--- config.mk ---
export PLATFORM = sky130hd
export DESIGN_NAME = alu_op_sequencer
export DESIGN_NICKNAME = d
export VERILOG_FILES = /design/src/rtl/alu_op_sequencer.sv
export SDC_FILE = /design/constraint.sdc
export NUM_CORES = 1
export LEC_CHECK = 0
export ABC_AREA = 1
export CORE_MARGIN = 2
export CORE_UTILIZATION = 42
export DETAILED_ROUTE_END_ITERATION = 10
export PLACE_DENSITY = 0.87
export REMOVE_ABC_BUFFERS = 1
export SLEW_MARGIN = 0
export SYNTH_ARGS = -nofsm -noshare
export SYNTH_HDL_FRONTEND = slang
export SYNTH_SLANG_ARGS = --single-unit
export TNS_END_PERCENT = 10
--- constraint.sdc ---
create_clock -name clk -period 3.6 [get_ports clk]
set_input_delay 0.54 -clock clk [delete_from_list [all_inputs] [get_ports clk]]
set_output_delay 0.54 -clock clk [all_outputs]
set_load 0.02 [all_outputs]
--- src/rtl/alu_op_sequencer.sv ---
// Multi-cycle command controller for the 8x32 register file / ALU / write-back mux datapath.
// Runs one ALU or load-immediate command at a time and drives every RF, ALU and mux control pin.
module alu_op_sequencer #(
    parameter int DATA_W  = 32,
    parameter int RADDR_W = 5,
    parameter int NREGS   = 8,
    parameter int MAX_OP  = 8
) (
    input  logic               clk,
    input  logic               rst,
    input  logic               cmd_valid,
    output logic               cmd_ready,
    input  logic               cmd_load,
    input  logic [3:0]         cmd_op,
    input  logic [RADDR_W-1:0] cmd_rd,
    input  logic [RADDR_W-1:0] cmd_rs1,
    input  logic [RADDR_W-1:0] cmd_rs2,
    input  logic [3:0]         cmd_shamt,
    input  logic               cmd_sign,
    input  logic [DATA_W-1:0]  cmd_imm,
    input  logic [DATA_W-1:0]  alu_result,
    output logic [RADDR_W-1:0] rf_rr1,
    output logic [RADDR_W-1:0] rf_rr2,
    output logic [RADDR_W-1:0] rf_wr,
    output logic               rf_we,
    output logic [3:0]         alu_op,
    output logic [3:0]         alu_shamount,
    output logic               alu_sign,
    output logic               mux_ctrl,
    output logic [DATA_W-1:0]  wdata_ext,
    output logic               busy,
    output logic               done,
    output logic [DATA_W-1:0]  done_result,
    output logic               err
);

    typedef enum logic [2:0] {IDLE, READ, EXEC, WB, LOADWB} state_t;

    state_t state, state_next;
    logic   accept;
    logic   illegal;

    always_comb begin
        accept  = cmd_valid && (state == IDLE);
        illegal = (int'(cmd_rd) >= NREGS) ||
                  (!cmd_load && ((int'(cmd_op) > MAX_OP) ||
                                 (int'(cmd_rs1) >= NREGS) ||
                                 (int'(cmd_rs2) >= NREGS)));

        state_next = state;
        cmd_ready  = 1'b0;
        busy       = 1'b1;
        rf_we      = 1'b0;
        mux_ctrl   = 1'b0;
        done       = 1'b0;

        case (state)
            IDLE: begin
                busy      = 1'b0;
                cmd_ready = !rst;
                if (accept && !illegal) begin
                    state_next = cmd_load ? LOADWB : READ;
                end
            end
            READ: state_next = EXEC;
            EXEC: state_next = WB;
            // Gating with rst keeps the write strobe low even in the delta before the async reset lands.
            WB: begin
                rf_we      = !rst;
                done       = !rst;
                mux_ctrl   = 1'b1;
                state_next = IDLE;
            end
            LOADWB: begin
                rf_we      = !rst;
                done       = !rst;
                state_next = IDLE;
            end
            default: state_next = IDLE;
        endcase
    end

    always_ff @(posedge clk or posedge rst) begin
        if (rst) begin
            state <= IDLE;
        end else begin
            state <= state_next;
        end
    end

    // The command latch doubles as the output registers, so rr/op/shamt/sign stay put in IDLE and through WB.
    always_ff @(posedge clk or posedge rst) begin
        if (rst) begin
            rf_rr1       <= '0;
            rf_rr2       <= '0;
            rf_wr        <= '0;
            alu_op       <= '0;
            alu_shamount <= '0;
            alu_sign     <= 1'b0;
            wdata_ext    <= '0;
            done_result  <= '0;
            err          <= 1'b0;
        end else begin
            err <= accept && illegal;
            if (accept && !illegal) begin
                rf_wr <= cmd_rd;
                if (cmd_load) begin
                    wdata_ext   <= cmd_imm;
                    done_result <= cmd_imm;
                end else begin
                    rf_rr1       <= cmd_rs1;
                    rf_rr2       <= cmd_rs2;
                    alu_op       <= cmd_op;
                    alu_shamount <= cmd_shamt;
                    alu_sign     <= cmd_sign;
                end
            end
            if (state == EXEC) begin
                done_result <= alu_result;
            end
        end
    end

endmodule

==> metrics.txt <==
status=complete, no violations; #FFs+latches synth=92; Worst setup SP type=flop; Seq/Total Area, Yosys=56.7%; Resized Gates After CTS=0; pre-CTS setup slack=1250 ps; Final Slew Violations=0; largest net degree at the start of global routing=52; IO buf count=185; worst vdd ir=0.000385 V; Post-CTS Setup Bufs=0; Crit. End Element=output port; Tightest Pin Transition=766 ps; crit share post-route=64.9%; Area Growth Syn to Fin=51.1%; Post-Syn Area=0.00406 sq mm; PwrDens=733 mW/mm^2; Starting Density=43.5%; Worst-Skew Late Latency=350 ps; Hold Path Class=reg -> reg; CTS Hold Buffers Added=0; vias=3,697; DR iter-0 viols=169; most used cell, CP=nor2_1; CTS root buf=clkbuf_8; ANT cells=0; core box area=0.00933 sq mm; final setup fails=0; Distinct cells, synth=23; design area=0.00614 sq mm; first-pass GRT wire length=17,100 um; final worst setup slack=1270 ps; Max Clk Rate=428 MHz; post-route setup TNS=0 ps; cells after synthesis=492; Slew HR=48.9%; number of remaining DRC errors=0; Placer Congestion=0.809; clock skew=16.9 ps; Worst EP arrival=1790 ps; Pleak=3.11 nW; Clock Sinks=92; vias in the first global route=3,659; Util after Layout=65.8%; GR Overflow Total=0; H-Tree Depth=3; Die W=102 um; Die Area=0.0105 sq mm; GRT Resource Usage Total=20.9%; Yosys warning count=0; critical path type=reg -> out; WL final=10,700 um; crit path cell chain=nand2_1 -> nor2_1 -> a21oi_1 -> nor2_1 -> clkdlybuf4s50_1; Wirelength per Cell=13.3 um; Max-Cap Viols=0; share of layout cells above drive strength 1=4.59%; drt pass-1 iters=4; Ports=186; final hold viol count=0; Syn Area/Cell=8.25 sq um; CTS buffer count=9; slowest CP cell=clkdlybuf4s50_1; hpwl dp=8070 um; CP max stage delay=620 ps; critical path's top delay family=buffers and inverters; CP Buf/Inv Count=1; CTS tree=yes; Die Height=102 um; initial antenna violation count=0; Max Root-Sink Buffers=2; crit path max fanout=3; Rows=35; clk slew on worst S/H paths=90 ps; Final min period=2330 ps; Placed Instance Area=0.00597 sq mm; Final nets=763; Routed Antenna Nets=0; unrepaired setup endpoints after global routing=no; via/cell ratio=4.59; Req. time, crit path=3060 ps
## per-layer routing
| metal | vias to the layer above | routed length [um] | GRT usage, % |
|---|---|---|---|
| li1 | 1826 | - | - |
| met1 | 1704 | 4360 | 25.3 |
| met2 | 150 | 5290 | 36.8 |
| met3 | 17 | 828 | 5.20 |
| met4 | 0 | 198 | 6.36 |
| met5 | - | 0 | 0 |
## final timing paths
path                                       from                          end  slack, ps  cells past startpoint
setup / recovery           state[1]$_DFFE_PP0P_                        rf_we       1270                      5
setup reg to reg           state[2]$_DFFE_PP0P_  done_result[15]$_DFFE_PP0P_       1590                      6
hold / removal             rf_wr[3]$_DFFE_PP0P_         rf_wr[3]$_DFFE_PP0P_        470                      2
min in group asynchronous                   rst     wdata_ext[0]$_DFFE_PP0P_        680                      2
hold reg to reg            rf_wr[3]$_DFFE_PP0P_         rf_wr[3]$_DFFE_PP0P_        470                      2
max in group asynchronous                   rst  done_result[25]$_DFFE_PP0P_       2200                      3
## cells in the final DEF (no fill, tap or decap), drive strengths merged
| cell | synthesis | routed |
|---|---|---|
| nand4 | 5 | 5 |
| inv | 73 | 72 |
| buf | 15 | 4 |
| nand2 | 175 | 175 |
| nor2 | 68 | 68 |
| clkdlybuf4s50 | 0 | 185 |
| o21ai | 51 | 51 |
| dfrtp | 92 | 92 |
| clkbuf | 6 | 10 |
| a21boi | 1 | 1 |
| nor3b | 1 | 1 |
| a21oi | 2 | 2 |
| clkinv | 0 | 4 |
| nand3 | 3 | 3 |
| clkinvlp | 0 | 3 |
## final cells by class
type	count	area (sq um)
timing repair buffer	189	1890
clock inverter	6	41.3
fill	805	3190
inverter	73	280
clock buffer	10	128
tap	129	161
sequential	92	2300
multi-input combinational	306	1330
## flip-flops by register name, summed over array words and instances (netlist names)
signal	cells
done_result	32
wdata_ext	32
rf_rr1	5
rf_rr2	5
rf_wr	5
alu_op	4
alu_shamount	4
state	3
alu_sign	1
err	1
## logic make-up (layout without fill, tap and decap cells)
logic type,after synthesis,in the layout,share of synthesized area (%)
compound gates,54,54,6.72
flops,92,92,56.7
buf+inv,94,278,10.6
simple gates,252,252,26.0
## power breakdown
| part | internal (mW) | switching, mW |
|---|---|---|
| Combinational | 0.996 | 1.26 |
| Sequential | 1.40 | 0.225 |
| Clock | 0.250 | 0.360 |
## per-stage QoR
| stage | hold WS [ps] | power (mW) | std cells |
|---|---|---|---|
| 3_3_place_gp | 449 | 3.85 | 789 |
| 3_5_place_dp | 453 | 3.93 | 789 |
| 4_1_cts | 475 | 4.55 | 805 |
| 2_1_floorplan | 454 | 2.79 | 471 |
| 5_1_grt | 496 | 4.82 | 805 |
| 6_report | 473 | 4.50 | 805 |
## synth_stat cells (all sizes together)
cell,count,share of area [%]
nand2,175,17
clkbuf,6,0.55
dfrtp,92,57
o21ai,51,6.3
nand4,5,1.5
nor3b,1,0.18
a21oi,2,0.25
a21boi,1,0.18
nand3,3,0.49
inv,73,6.9
nor2,68,6.9
buf,15,3.1
## worst min-delay path: stages (launching register included)
cell and delay [ps]:
dfrtp_1 350, nand2_1 50, inv_1 50
Power figures use the tool's default switching activity.
